`src/rtl/ps2_pkg.sv`:
```
// Purpose : shared constants and types for the PS/2 receive scanner.
// Latency : n/a (package only).
// Backpressure: n/a; contents are frame constants, the bit-counter type and a parity helper.
package ps2_pkg;

  localparam logic [7:0] PS2_BREAK      = 8'hF0;
  localparam logic [7:0] PS2_EXT        = 8'hE0;
  localparam int         PS2_FRAME_BITS = 11;

  // Bit index within a frame: 0 = start, 1..8 = data, 9 = parity, 10 = stop.
  typedef logic [3:0] bitcnt_t;

  localparam bitcnt_t PS2_PAR_IDX  = bitcnt_t'(PS2_FRAME_BITS - 2);
  localparam bitcnt_t PS2_STOP_IDX = bitcnt_t'(PS2_FRAME_BITS - 1);

  // True when data plus parity bit carry an odd number of ones.
  function automatic logic odd_parity(input logic [8:0] v);
    return ^v;
  endfunction

endpackage

```
`src/rtl/ps2_rx_scanner_if.sv`:
```
// Purpose : groups the PS/2 pins and the decoded key outputs of the scanner.
// Latency : n/a (wiring only).
// Backpressure: none; byte_valid is a one-cycle strobe with no ready.
// Ports   : ps2_clk/ps2_data raw pins; ps2_byte make code, ps2_state held flag,
//           ps2_ext E0-prefixed flag, byte_valid new-make strobe.
//           master = pin driver / result consumer, slave = the scanner.
interface ps2_rx_scanner_if;
  logic       ps2_clk;
  logic       ps2_data;
  logic [7:0] ps2_byte;
  logic       ps2_state;
  logic       ps2_ext;
  logic       byte_valid;

  modport master (
    output ps2_clk, ps2_data,
    input  ps2_byte, ps2_state, ps2_ext, byte_valid
  );

  modport slave (
    input  ps2_clk, ps2_data,
    output ps2_byte, ps2_state, ps2_ext, byte_valid
  );
endinterface

```
`src/rtl/ps2_sync_edge.sv`:
```
// Purpose : synchronizes the raw PS/2 pins into clk and flags ps2_clk falling edges.
// Latency : data_s / clk_fall valid SYNC_STAGES clks after the pin changes.
// Backpressure: none; free-running sampler.
// Ports   : clk, rst_n; ps2_clk, ps2_data raw async pins;
//           data_s synchronized data, clk_fall one-cycle pulse per falling ps2_clk.
module ps2_sync_edge #(
  parameter int SYNC_STAGES = 2   // must be >= 2
) (
  input  logic clk,
  input  logic rst_n,
  input  logic ps2_clk,
  input  logic ps2_data,
  output logic data_s,
  output logic clk_fall
);

  logic [SYNC_STAGES-1:0] r_clk_sync;
  logic [SYNC_STAGES-1:0] r_data_sync;
  logic                   r_clk_prev;

  // Reset to the idle-high bus level so release of reset never looks like an edge.
  always_ff @(posedge clk or negedge rst_n) begin
    if (!rst_n) begin
      r_clk_sync  <= '1;
      r_data_sync <= '1;
      r_clk_prev  <= 1'b1;
    end else begin
      r_clk_sync  <= {r_clk_sync[SYNC_STAGES-2:0], ps2_clk};
      r_data_sync <= {r_data_sync[SYNC_STAGES-2:0], ps2_data};
      r_clk_prev  <= r_clk_sync[SYNC_STAGES-1];
    end
  end

  assign data_s   = r_data_sync[SYNC_STAGES-1];
  assign clk_fall = r_clk_prev & ~r_clk_sync[SYNC_STAGES-1];

endmodule

```
`src/rtl/ps2_rx_scanner.sv`:
```
// Purpose : PS/2 keyboard receiver; deframes 11-bit frames, tracks E0/F0 prefixes, reports make codes.
// Latency : byte_valid rises SYNC_STAGES+1 clks after the raw falling ps2_clk of the stop bit.
// Backpressure: none; byte_valid is a one-cycle strobe, consumer must take it when seen.
// Ports   : clk, rst_n (async active-low); bus (slave modport) carries the pins and
//           ps2_byte / ps2_state / ps2_ext / byte_valid.
// Config  : define PS2_PARITY_CHECK_EN to drop frames with even parity; otherwise the
//           parity bit is ignored and only start/stop bits gate acceptance.
module ps2_rx_scanner
  import ps2_pkg::*;
#(
  parameter int SYNC_STAGES    = 2,
  parameter int TIMEOUT_CYCLES = 50000
) (
  input  logic              clk,
  input  logic              rst_n,
  ps2_rx_scanner_if.slave   bus
);

  localparam int TO_W = $clog2(TIMEOUT_CYCLES + 1);

  logic            w_data_s;
  logic            w_clk_fall;
  logic            w_frame_ok;

  bitcnt_t         r_bit_cnt;
  logic [7:0]      r_data;
  logic [TO_W-1:0] r_to_cnt;
  logic            r_ext_pend;
  logic            r_brk_pend;
  logic [7:0]      r_byte;
  logic            r_state;
  logic            r_ext;
  logic            r_valid;
`ifdef PS2_PARITY_CHECK_EN
  logic            r_par;
`endif

  ps2_sync_edge #(
    .SYNC_STAGES (SYNC_STAGES)
  ) u_sync (
    .clk      (clk),
    .rst_n    (rst_n),
    .ps2_clk  (bus.ps2_clk),
    .ps2_data (bus.ps2_data),
    .data_s   (w_data_s),
    .clk_fall (w_clk_fall)
  );

  // Evaluated on the stop-bit edge: w_data_s is the stop bit itself.
`ifdef PS2_PARITY_CHECK_EN
  assign w_frame_ok = w_data_s & odd_parity({r_par, r_data});
`else
  assign w_frame_ok = w_data_s;
`endif

  always_ff @(posedge clk or negedge rst_n) begin
    if (!rst_n) begin
      r_bit_cnt  <= '0;
      r_data     <= '0;
      r_to_cnt   <= '0;
      r_ext_pend <= 1'b0;
      r_brk_pend <= 1'b0;
      r_byte     <= 8'h00;
      r_state    <= 1'b0;
      r_ext      <= 1'b0;
      r_valid    <= 1'b0;
`ifdef PS2_PARITY_CHECK_EN
      r_par      <= 1'b0;
`endif
    end else begin
      r_valid <= 1'b0;
      if (w_clk_fall) begin
        r_to_cnt <= '0;
        if (r_bit_cnt == '0) begin
          // A high start bit is line noise: stay idle and wait for a real start.
          if (!w_data_s) r_bit_cnt <= 4'd1;
        end else if (r_bit_cnt == PS2_STOP_IDX) begin
          r_bit_cnt <= '0;
          if (w_frame_ok) begin
            if (r_data == PS2_EXT) begin
              r_ext_pend <= 1'b1;
            end else if (r_data == PS2_BREAK) begin
              r_brk_pend <= 1'b1;
            end else if (r_brk_pend) begin
              // Release: keep the last make code visible, only drop the held flag.
              r_state    <= 1'b0;
              r_brk_pend <= 1'b0;
              r_ext_pend <= 1'b0;
            end else begin
              r_byte     <= r_data;
              r_ext      <= r_ext_pend;
              r_state    <= 1'b1;
              r_valid    <= 1'b1;
              r_ext_pend <= 1'b0;
            end
          end
        end else begin
          r_bit_cnt <= r_bit_cnt + 4'd1;
          // Data arrives LSB first, so shift in from the top.
          if (r_bit_cnt < PS2_PAR_IDX) r_data <= {w_data_s, r_data[7:1]};
`ifdef PS2_PARITY_CHECK_EN
          else r_par <= w_data_s;
`endif
        end
      end else if (r_bit_cnt != '0) begin
        // Stalled mid-frame: abort the partial frame but keep any pending prefix.
        if (r_to_cnt == TO_W'(TIMEOUT_CYCLES - 1)) begin
          r_bit_cnt <= '0;
          r_to_cnt  <= '0;
        end else begin
          r_to_cnt <= r_to_cnt + 1'b1;
        end
      end else begin
        r_to_cnt <= '0;
      end
    end
  end

  assign bus.ps2_byte   = r_byte;
  assign bus.ps2_state  = r_state;
  assign bus.ps2_ext    = r_ext;
  assign bus.byte_valid = r_valid;

endmodule

```
`src/flat_wrapper.sv`:
```
// flat-port wrapper written by rule: the top's interface ports become plain ports
module ps2_rx_scanner_flat import ps2_pkg::*;
#(
  parameter int SYNC_STAGES    = 2,
  parameter int TIMEOUT_CYCLES = 50000
)
  (clk, rst_n, bus_ps2_clk, bus_ps2_data, bus_ps2_byte, bus_ps2_state, bus_ps2_ext, bus_byte_valid);
  ps2_rx_scanner_if bus_i ();
  input  logic clk;
  input  logic rst_n;
  input wire logic [$bits(bus_i.ps2_clk)-1:0] bus_ps2_clk;
  input wire logic [$bits(bus_i.ps2_data)-1:0] bus_ps2_data;
  output wire logic [$bits(bus_i.ps2_byte)-1:0] bus_ps2_byte;
  output wire logic [$bits(bus_i.ps2_state)-1:0] bus_ps2_state;
  output wire logic [$bits(bus_i.ps2_ext)-1:0] bus_ps2_ext;
  output wire logic [$bits(bus_i.byte_valid)-1:0] bus_byte_valid;
  assign bus_i.ps2_clk = bus_ps2_clk;
  assign bus_i.ps2_data = bus_ps2_data;
  assign bus_ps2_byte = bus_i.ps2_byte;
  assign bus_ps2_state = bus_i.ps2_state;
  assign bus_ps2_ext = bus_i.ps2_ext;
  assign bus_byte_valid = bus_i.byte_valid;
  ps2_rx_scanner #(.SYNC_STAGES(SYNC_STAGES), .TIMEOUT_CYCLES(TIMEOUT_CYCLES)) u_core (.clk(clk), .rst_n(rst_n), .bus(bus_i));
endmodule
```
`config.mk`:
```
export PLATFORM = sky130hd
export DESIGN_NAME = ps2_rx_scanner_flat
export DESIGN_NICKNAME = d
export VERILOG_FILES = /design/src/rtl/ps2_pkg.sv /design/src/rtl/ps2_rx_scanner_if.sv /design/src/rtl/ps2_sync_edge.sv /design/src/rtl/ps2_rx_scanner.sv /design/src/flat_wrapper.sv
export SDC_FILE = /design/constraint.sdc
export NUM_CORES = 1
export LEC_CHECK = 0
export BUFFER_PORTS_ARGS = -buffer_cell sky130_fd_sc_hd__buf_2
export CAP_MARGIN = 20
export CORE_ASPECT_RATIO = 2
export CORE_MARGIN = 2
export CORE_UTILIZATION = 40
export CTS_CLUSTER_SIZE = 8
export DETAILED_ROUTE_END_ITERATION = 7
export GPL_ROUTABILITY_DRIVEN = 0
export SYNTH_ARGS = -nofsm -noshare
export SYNTH_HDL_FRONTEND = slang
export SYNTH_SLANG_ARGS = --single-unit
```
`constraint.sdc`:
```
create_clock -name clk -period 4.01 [get_ports clk]
set_input_delay 0.2005 -clock clk [delete_from_list [all_inputs] [get_ports clk]]
set_output_delay 0.2005 -clock clk [all_outputs]
set_load 0.01 [all_outputs]
```
== After elaboration in Yosys (flattened, before gate mapping) ==
Index checks and enable logic that the tools add are counted.
Widths: inputs -> output; s select.

* Register bits after elaboration: 46
* Input bits: 4
* Output and inout bits: 11

* Add/subtract/negate cells: 2
* Order comparisons: 1
* Equality and inequality tests: 6
* Muxes and demuxes: 19
* Bitwise gates (word level): 7
* Reduce and logical (&&, ||, !) cells: 10

{| class="wikitable"
|+ Operators with widths
! operator !! count
|-
| $mux 16 || 3
|-
| $mux 4 || 6
|-
| $add 16x1->16 const B || 1
|-
| $eq 16x16->1 const B || 1
|-
| $eq 8x8->1 const B || 2
|-
| $mux 1 || 10
|-
| $reduce_and 5->1 || 2
|-
| $reduce_and 7->1 || 1
|-
| $not 1->1 || 6
|-
| $reduce_and 6->1 || 1
|-
| $add 4x1->4 const B || 1
|-
| $eq 4x4->1 const B || 1
|-
| $logic_not 4->1 || 1
|-
| $lt 4x4->1 const B || 1
|-
| $reduce_and 4->1 || 1
|-
| $reduce_bool 2->1 || 2
|-
| $reduce_bool 4->1 || 1
|-
| $ne 3x3->1 const B || 1
|-
| $reduce_and 3->1 || 1
|-
| $ne 2x1->1 const B || 1
|-
| $and 1x1->1 || 1
|}

== Longest topological paths before layout ==
Gate-level depths: netlist of the first run.

* Depth after elaboration: 7
* Mapped depth: 6
* Depth with buffers taken out: 5

== By module ==
Synthesis of the first run repeated with hierarchy kept, for this count alone.

* Cells, all modules: 169
* Area, all modules: 2,019.4 um^2

{| class="wikitable"
|+ Modules (own cells, without submodules)
! module !! instances !! cells each !! area an instance (um^2)
|-
| ps2_rx_scanner || 1 || 163 || 1,874.3
|-
| ps2_sync_edge || 1 || 6 || 145.1
|}

== Worst setup path after synthesis of the first run ==
OpenSTA, ideal clock, no wires.

* Path type: reg-to-reg
* Start point: register u_core.r_bit_cnt[2]
* End point: register u_core.r_byte[0], in the netlist u_core.bus.ps2_byte[0]
* Library setup time: 125 ps
* Arrival time: 1,907 ps
* Data required time: 3,885 ps
* Slack: 1,978 ps
* Stages on the path, launching flop included: 7
* Buffers on the path: 2
* Clock period less this slack: 2,032 ps
* Cells stage by stage: dfrtp_1 -> buf_2 -> nand2b_1 -> or4_1 -> clkbuf_2 -> nor3_4 -> mux2_2

* Word-level cells in the longest chain between the ends: 3

{| class="wikitable"
|+ Ends and longest elaborated chain
! element !! RTL line !! source
|-
| from (decl) || ps2_rx_scanner.sv:25 || <nowiki>bitcnt_t r_bit_cnt;</nowiki>
|-
| from (signal assigned) || ps2_rx_scanner.sv:98 || <nowiki>r_bit_cnt <= r_bit_cnt + 4'd1;</nowiki>
|-
| $logic_not 4->1 || ps2_rx_scanner.sv:74 || <nowiki>if (r_bit_cnt == '0) begin</nowiki>
|-
| $not 1->1 (no line) || - ||
|-
| $reduce_and 7->1 (no line) * || - ||
|-
| to (signal assigned) || ps2_rx_scanner.sv:90 || <nowiki>r_byte <= r_data;</nowiki>
|-
| to (decl) || ps2_rx_scanner.sv:30 || <nowiki>logic [7:0] r_byte;</nowiki>
|}

Mark *: on every way between the ends. The rest lies on a longest branch, timed or not.
A chain may end at the register's enable or synchronous reset.

== Worst setup path after layout of the first run ==
* Start point: register u_core.u_sync.r_clk_prev
* End point: register u_core.r_byte[1], in the netlist u_core.bus.ps2_byte[1]

* Word-level cells in the longest chain between the ends: 2

{| class="wikitable"
|+ Ends and longest elaborated chain
! element !! RTL line !! source
|-
| from (decl) || ps2_sync_edge.sv:19 || <nowiki>logic r_clk_prev;</nowiki>
|-
| from (signal assigned) || ps2_sync_edge.sv:30 || <nowiki>r_clk_prev <= r_clk_sync[SYNC_STAGES-1];</nowiki>
|-
| $and 1x1->1 || ps2_sync_edge.sv:35 || <nowiki>assign clk_fall = r_clk_prev & ~r_clk_sync[SYNC_STAGES-1];</nowiki>
|-
| $reduce_and 7->1 (no line) || - ||
|}

Every way passes these cells.

==> results of run 1 <==
[logic make-up (layout without fill, tap and decap cells)]
group / Yosys count / count (layout) / synth area share (%)
simple gates: 73 / 73 / 20.2
flops: 46 / 46 / 57.3
compound gates: 16 / 16 / 4.71
mux: 16 / 16 / 8.92
xor+xnor: 14 / 14 / 6.07
buf+inv: 11 / 30 / 2.23
fa+ha+maj: 1 / 1 / 0.619
[layout make-up]
type	instances	area share, %
Sequential cell	46	50.5
Clock buffer	5	3.00
Tap cell	57	3.11
Clock inverter	3	1.75
Timing Repair Buffer	18	5.24
Inverter	4	0.655
Multi-Input combinational cell	120	35.7
[sequential cells by signal (all words and copies together), names as in the netlist]
register                   count
u_core.u_sync.r_data_sync      2
u_core.bus.ps2_ext             1
u_core.bus.ps2_state           1
u_core.r_bit_cnt               4
u_core.u_sync.r_clk_sync       2
u_core.u_sync.r_clk_prev       1
u_core.r_to_cnt               16
u_core.bus.byte_valid          1
u_core.r_data                  8
u_core.r_ext_pend              1
u_core.r_brk_pend              1
u_core.bus.ps2_byte            8
[metrics by stage]
| step | total power, uW | instance area (sq um) |
|---|---|---|
| after global placement | 906 | 2130 |
| after detailed placement | 919 | 2130 |
| final | 1250 | 2290 |
| after global routing | 1330 | 2290 |
| after CTS | 1260 | 2260 |
| after floorplan | 843 | 2020 |
[synth_stat cells]
library cell	instances
buf_2	2
nand2_1	12
ha_1	1
nor2_1	21
nand3b_1	2
o22a_1	2
mux2_2	16
nand4_1	4
and4_1	1
nand3_1	5
xor2_1	4
nand4b_1	2
nand2b_1	4
xnor2_1	10
nor3_1	4
nand3_2	1
nor4_1	6
nor3_4	1
nand4bb_1	1
or4_1	4
inv_1	4
dfrtp_1	41
nor3b_1	3
o22ai_1	1
a21oi_1	3
a22oi_1	1
clkbuf_2	1
o21ai_0	7
dfstp_2	5
nor4b_1	1
or4bb_1	1
a31oi_1	1
o31ai_1	1
clkbuf_1	4
[power groups by stage]
stage	Clock, uW	Sequential [uW]	Combinational (uW)
2_1_floorplan	0	617	227
3_3_place_gp	0	670	237
3_5_place_dp	0	673	246
4_1_cts	351	665	248
5_1_grt	370	683	278
6_report	338	666	245
[routing by layer]
layer	track usage [%]	up-vias	part of all wire, %
met5	0	-	0
met2	25.6	17	56
met3	3.74	9	1.9
met4	8.04	0	2.7
met1	14.9	662	39
li1	-	662	-
[worst reg2reg max path, stage by stage, from the launching register on]
cell	delay [ps]
dfstp_2	520
nand2b_1	240
or4_1	720
nor3_4	420
mux2_2	400
[final timing paths]
| path | end |
|---|---|
| max in group asynchronous | u_core.u_sync.r_data_sync[0] |
| min in group clk | u_core.u_sync.r_data_sync[1] |
| max | u_core.bus.ps2_byte[1] |
| max reg2reg | u_core.bus.ps2_byte[1] |
| min reg2reg | u_core.u_sync.r_data_sync[1] |
| min | u_core.r_data[5] |
[what timing repair did]
| item | in CTS | in global routing |
|---|---|---|
| gates resized for setup | 0 | 0 |
| hold endpoints to repair | 2 | 42 |
| hold buffers | 2 | 1 |
==> out/qor.csv, run 1 <==
metric,value,unit
hold_class,input pin to async pin,
final_cell_mix,"dfrtp_1 (41), nor2_1 (21), mux2_2 (16)",
yosys.area.top_type,dfrtp_1,
grt_usage,14.8,%
coreArea,0.00486,sq mm
regArea,0.00116,sq mm
dieArea,0.00567,sq mm
path_clk_slew,80,ps
dp_cells,241,
clockRootBuffer,clkbuf_8,
ys_seq_elements,46,
vias,1350,
p_seq_share,53.3,%
wl,3.70,mm
nets,200,
crit_path_end_kind,flip-flop,
cp_top_family,simple AND/OR/NAND/NOR gates,
dr.pass1.iters,4,
drive_above_1_share,23.5,%
p_comb_share,19.6,%
syn_inst,177,
cp.required,4190,ps
max_clock_freq,415,MHz
seq_area_frac_synth,57.3,%
die_y,105,um
maxCapViolCount,0,
drc,0,
grt_pass1_vias,1375,
cts_sinks,46,
peakVddDrop,306,uV
arrival,2590,ps
finalMaxSlewViolations,0,
status,"complete, no violations",
cts_buffer_depth,2,
fp-row-count,36,
start_util,41.5,%
post_cts_buffers,0,
grt_antenna_before_repair,0,
ant_nets,0,
numCtsBuffers,5,
cp_max_fo,13,
via_per_inst,5.34,
switchingPower,394,uW
die_w,54.3,um
fin_tns_setup,0,ps
worstSetupPathType,flip-flop to flip-flop,
leakage,0.00102,uW
p_int,855,uW
final_common_cell,dfrtp_1,
ys_warn_count,0,
synthDominantCellAreaShare,50.8,%
clkPwrFrac,27.1,%
critPathMaxStageDelay,720,ps
grt-ovfl-total,0,
pin_count,15,
worst_slew_pin_slew,1060,ps
r2r_slack,1600,ps
clock_latency,290,ps
worstSetupStartpointType,flip-flop,
ys_top_cells_by_area,"dfrtp_1 (51%), mux2_2 (8.9%), dfstp_2 (6.5%), xnor2_1 (4.3%), nor2_1 (3.9%)",
setup_viol,0,
hold_viol,0,
startpoint,u_core.u_sync.r_clk_prev,
antenna_cells,0,
period_needed,2410,ps
htreeDepth,2,
grt_max_degree,47,
multiInputGateArea,818,sq um
drt_iter0_markers,24,
worstReg2RegStart,u_core.u_sync.r_clk_prev,
rsz0062_at_grt,no,
switching_share,31.5,%
ys_types,34,
cts_tree,done,
slew-limit-headroom,28.7,%
hold_slack,252,ps
fin_util,47.1,%
p_per_area,545,mW/mm^2
reg2reg_depth,4,
fin_ws,1600,ps
instances_no_fill,253,
wl_per_cell,14.6,um
synthToLayoutAreaGrowth,13.4,%
syn_area_per_cell,11.4,sq um
dp_worst_setup_slack,1610,ps
grt_pass1_wl,6.15,mm
slowest_stage,or4_1,
skew,2.16,ps
synth.cell_area,0.00202,sq mm
crit_chain,nand2b_1 -> or4_1 -> nor3_4 -> mux2_2,
io_buffers,14,
nFillCells,446,
critPathBufInv,0,
cp.depth,4,
dp_hpwl,2.63,mm
period_share,60.0,%
syn_nets,182,
No activity file was read; power rests on OpenSTA's default activity.
==> run 2: changes to the inputs <==
ABC_AREA = 1   (was unset)
clock period = 2.3 ns   (was 4.01 ns; I/O delays follow)
==> out/qor.csv, run 2 <==
metric,value,unit
status,"complete, no violations",
drc,0,
top_register,u_core.r_to_cnt,
use_met1,17.4,%
worst_slew_pin_slew,572,ps
dp_hpwl,3.50,mm
cts_tree,done,
nets,302,
cts_sinks,46,
numCtsBuffers,5,
period_needed,1790,ps
skew,6.12,ps
arrival,1970,ps
path_clk_slew,80,ps
synthArstFlopShare,100,%
ant_nets,0,
synthToLayoutAreaGrowth,11.3,%
ys_types,27,
synth.most_common_cell,nand2_1,
p_per_area,869,mW/mm^2
leakage,0.00125,uW
min-delay-start,u_core.u_sync.r_clk_sync[0],
grt-ovfl-total,0,
syn_nets,279,
grt_pass1_wl,8.00,mm
ys_seq_elements,46,
max_clock_freq,559,MHz
syn_inst,274,
synth_common_cells,"nand2_1 (89), nor2_1 (45), dfrtp_1 (41)",
cts_resized,0,
die_w,57.1,um
ys.flop_type,dfrtp_1,
drt_iter0_markers,44,
rsz0062_at_grt,no,
p_seq_share,50.4,%
slew-limit-headroom,61.9,%
clkPwrFrac,23.1,%
totalPowerFinal,2180,uW
grt_usage,16.6,%
peakVddDrop,691,uV
largest_register_ffs,16,
final_common_cell,nand2_1,
io_buffers,14,
ys_warn_count,0,
crit_chain,inv_1 -> nor2_4 -> inv_1 -> nor2_2 -> nand2_2 -> nand2_1 -> o21ai_0,
met2_usage,29.9,%
wl,4.55,mm
seq_area_frac_synth,51.4,%
worstSetupStartpointType,flip-flop,
antenna_cells,0,
switching_share,37.2,%
clockRootBuffer,clkbuf_8,
fp-row-count,38,
synthDominantCellAreaShare,45.6,%
period_share,77.8,%
finalMaxSlewViolations,0,
drive_above_1_share,13.8,%
grt_max_degree,47,
vias,1804,
startpoint,u_core.u_sync.r_clk_prev,
multiInputGateArea,978,sq um
grt_antenna_before_repair,0,
yosys.area.top_type,dfrtp_1,
fin_tns_setup,0,ps
crit_path_end_kind,flip-flop,
regArea,0.00116,sq mm
start_util,41.6,%
grt_pass1_vias,1792,
switchingPower,809,uW
dr.pass1.iters,6,
nFillCells,578,
synth_enable_flop_cells,0,
die_y,110,um
hold_class,flip-flop to flip-flop,
worstReg2RegStart,u_core.u_sync.r_clk_prev,
final_cell_mix,"nand2_1 (89), nor2_1 (45), dfrtp_1 (41)",
pin_count,15,
via_per_inst,5.04,
grt_use_met3,3.50,%
p_comb_share,26.5,%
clock_latency,300,ps
post_cts_buffers,0,
p_int,1370,uW
cp_max_fo,13,
slowest_stage,dfstp_2,
busiest_layer,met2,
hold_viol,0,
worstSetupPathType,flip-flop to flip-flop,
cpMostUsedCell,inv_1,
syn_area_per_cell,8.22,sq um
setup_viol,0,
critPathMaxStageDelay,530,ps
coreArea,0.00542,sq mm
ys_top_cells_by_area,"dfrtp_1 (46%), nand2_1 (15%), nor2_1 (7.5%), dfstp_2 (5.8%), nand4_1 (4.4%)",
dieArea,0.00628,sq mm
wl_per_cell,12.7,um
htreeDepth,2,
cts_buffer_depth,2,
cp.required,2480,ps
synth.cell_area,0.00225,sq mm
maxCapViolCount,0,
-- run 2: cell types whose count changed after synthesis, moves of 6 or more --
cell / change
mux2_2: -16
nand4_1: +12
inv_1: +19
o21ai_0: -6
nand3_1: +12
nor4_1: -6
nand2_1: +77
xnor2_1: -9
nor2_1: +24
-- run 2: final cells by class --
cell class / count / share of cell area (%)
inverter: 26 / 3.89
timing repair buffer: 18 / 4.29
sequential: 46 / 46.2
clock buffer: 7 / 3.44
clock inverter: 1 / 0.200
tap: 60 / 2.99
multi-input combinational: 200 / 39.0
-- run 2: repair_timing --
action | in CTS | in global routing
hold endpoints to repair | 43 | 0
hold buffers | 3 | 0
setup endpoints to repair | 0 | 0
-- run 2: through the flow --
stage                     utilization (%)  area (sq um)  hold slack [ps]  setup WS, ps  std cells
final                                46.3          2510              360           510        358
after global routing                 46.3          2510              364           265        358
after CTS                            46.3          2510              363           489        358
after detailed placement             44.0          2390              222           506        347
after global placement               44.0          2390              220           561        347
after floorplan                         -          2250             -181           897        274
-- run 2: worst paths after layout --
path / to / slack [ps] / cells past startpoint
setup / recovery: u_core.r_data[3] / 510 / 7
hold reg to reg: u_core.u_sync.r_clk_sync[1] / 360 / 0
setup reg to reg: u_core.r_data[3] / 510 / 7
min in group asynchronous: u_core.r_to_cnt[5] / 420 / 3
max in group asynchronous: u_core.r_data[3] / 1490 / 3
hold / removal: u_core.u_sync.r_clk_sync[1] / 360 / 0
-- run 2: cells by family after synthesis --
| family | share of synthesized area, % |
|---|---|
| simple gates | 37.7 |
| buf+inv | 5.17 |
| fa+ha+maj | 0.555 |
| compound gates | 2.11 |
| flops | 51.4 |
| xor+xnor | 3.11 |
-- run 2: per-layer routing --
layer	vias to the layer above	part of all wire, %
li1	920	-
met1	843	38
met2	27	55
met3	14	2.7
met4	0	4.4
met5	-	0
-- run 2: power by group through the flow --
stage | registers, uW | clock network [uW] | logic, uW
after global routing | 1130 | 562 | 673
final | 1100 | 503 | 577
after global placement | 1110 | 0 | 571
after detailed placement | 1120 | 0 | 585
after floorplan | 1090 | 0 | 459
after CTS | 1100 | 528 | 590
-- run 2: critical path: cells and delay by family (launching register included) --
family / cells / cell delay [ps]
buffers and inverters: 2 / 180
DFF: 1 / 530
and+or+nand+nor: 4 / 880
AOI/OAI and AO/OA: 1 / 80
==> run 3: changes to the inputs <==
ABC_AREA = 0   (was 1)
clock period = 1.64 ns   (was 2.3 ns; I/O delays follow)
==> out/qor.csv, run 3 (synthesis results as in run 1) <==
metric,value,unit
grt_max_degree,24,
status,"complete, but fails checks",
setup_viol,36,
cts_tree,done,
failed_checks,negative setup slack,
worstSetupStartpointType,flip-flop,
wl_per_cell,15.3,um
dieArea,0.00567,sq mm
arrival,2090,ps
worstReg2RegStart,u_core.r_to_cnt[11],
grt-ovfl-total,0,
cp.required,1820,ps
crit_chain,or4_4 -> or4_4 -> nand3_4 -> clkbuf_16 -> nor2_1,
grt_antenna_before_repair,0,
start_util,41.5,%
dp_hpwl,3.11,mm
nets,238,
totalPowerFinal,3640,uW
dr.pass1.iters,4,
max_clock_freq,522,MHz
cts_buffer_depth,2,
grt_pass1_wl,7.28,mm
rsz0062_at_grt,yes,
cp_max_fo,8,
regArea,0.00116,sq mm
wl,4.46,mm
drive_above_1_share,45.7,%
numCtsBuffers,5,
htreeDepth,2,
final_common_cell,dfrtp_1,
drc,0,
grt_pass1_vias,1620,
drt_iter0_markers,35,
io_buffers,14,
leakage,0.00129,uW
antenna_cells,0,
period_share,117,%
synthToLayoutAreaGrowth,38.1,%
p_per_area,1300,mW/mm^2
r2r_slack,-280,ps
cpMostUsedCell,or4_4,
via_per_inst,5.24,
vias,1526,
ant_nets,0,
peakVddDrop,815,uV
grt_usage,17.3,%
maxCapViolCount,0,
crit_path_end_kind,flip-flop,
cts_sinks,46,
worst_slew_pin_slew,501,ps
fin_ws,-275,ps
skew,8.15,ps
nFillCells,413,
r2r_end,u_core.r_to_cnt[14],
critPathMaxStageDelay,550,ps
slew-limit-headroom,66.6,%
path_clk_slew,80,ps
hold_class,input pin to async pin,
hold_viol,0,
coreArea,0.00486,sq mm
fin_tns_setup,-7230,ps
dp_cells,274,
final_cell_mix,"dfrtp_1 (40), buf_4 (32), mux2_4 (16)",
reg2reg_depth,5,
clockRootBuffer,clkbuf_8,
period_needed,1920,ps
post_dp_cell_area,0.00244,sq mm
largest_register_ffs,16,
slowest_stage,or4_4,
instances_no_fill,291,
final_cell_area,0.00279,sq mm
die_y,105,um
top_register,u_core.r_to_cnt,
multiInputGateArea,992,sq um
fp-row-count,36,
die_w,54.3,um
clock_latency,290,ps
worstSetupPathType,flip-flop to flip-flop,
pin_count,15,
finalMaxSlewViolations,0,
## run 3: cell types whose count changed in the layout (fill, tap and decap cells not counted), moves of 4 or more
cell     previous run  this run
buf_4               1        32
inv_1              23         4
mux2_4              0        16
nand2_1            89        12
nand3_1            17         5
nand4_1            16         4
nor2_1             45        14
nor2_2              1         7
nor4_1              0         5
or4_4               0         4
xnor2_1             1        10
## run 3: how the worst max path moves through the flow
| stage | start | end | cells past startpoint |
|---|---|---|---|
| after floorplan | u_core.u_sync.r_clk_prev | u_core.bus.ps2_byte[0] | 5 |
| after global placement | u_core.u_sync.r_clk_prev | u_core.bus.ps2_byte[6] | 5 |
| after detailed placement | u_core.u_sync.r_clk_prev | u_core.bus.ps2_byte[7] | 5 |
| after CTS | u_core.r_to_cnt[7] | u_core.r_to_cnt[10] | 5 |
| after global routing | u_core.r_to_cnt[11] | u_core.r_to_cnt[13] | 5 |
| final | u_core.r_to_cnt[11] | u_core.r_to_cnt[14] | 5 |
## run 3: worst max-delay path: cells and delay by family (launching register included)
kind	cells	cell delay [ps]
buf+inv	1	160
flops	1	390
simple gates	4	1260
## run 3: final cells by class
cell class / instances / share of cell area [%]
sequential: 46 / 41.5
multi-input combinational: 120 / 35.5
timing repair buffer: 56 / 16.4
clock buffer: 6 / 2.96
tap: 57 / 2.55
inverter: 4 / 0.538
clock inverter: 2 / 0.448
## run 3: layer usage
| metal | GRT usage, % | wire, um | up-vias | part of all wire, % |
|---|---|---|---|---|
| li1 | - | - | 732 | - |
| met1 | 17.4 | 1590 | 766 | 36 |
| met2 | 32.2 | 2690 | 20 | 60 |
| met3 | 3.45 | 103 | 8 | 2.3 |
| met4 | 6.43 | 77 | 0 | 1.7 |
| met5 | 0 | 0 | - | 0 |
## run 3: power by group
| group | switching (uW) | internal (uW) | total, uW |
|---|---|---|---|
| logic | 603 | 764 | 1370 |
| clock network | 356 | 338 | 694 |
| registers | 217 | 1360 | 1570 |
| total | 1180 | 2460 | 3640 |
## run 3: repair_timing
| action | 4_1_cts | 5_1_grt |
|---|---|---|
| buffers inserted | 4 | 3 |
| gates resized for setup | 32 | 14 |
| gates cloned | 0 | 1 |
| pin swaps | 9 | 2 |
| endpoints found under the setup margin | 40 | 38 |
| endpoints found under the hold margin | 23 | 0 |
| hold buffers | 3 | 0 |
## run 3: through the flow
| step | utilization (%) | worst slack [ps] | hold slack [ps] |
|---|---|---|---|
| floorplan | - | -391 | -214 |
| finish | 57.4 | -275 | 284 |
| CTS | 55.6 | -273 | 290 |
| global placement | 50.1 | -265 | 66.0 |
| global route | 57.4 | -309 | 335 |
| detailed placement | 50.1 | -307 | 73.7 |
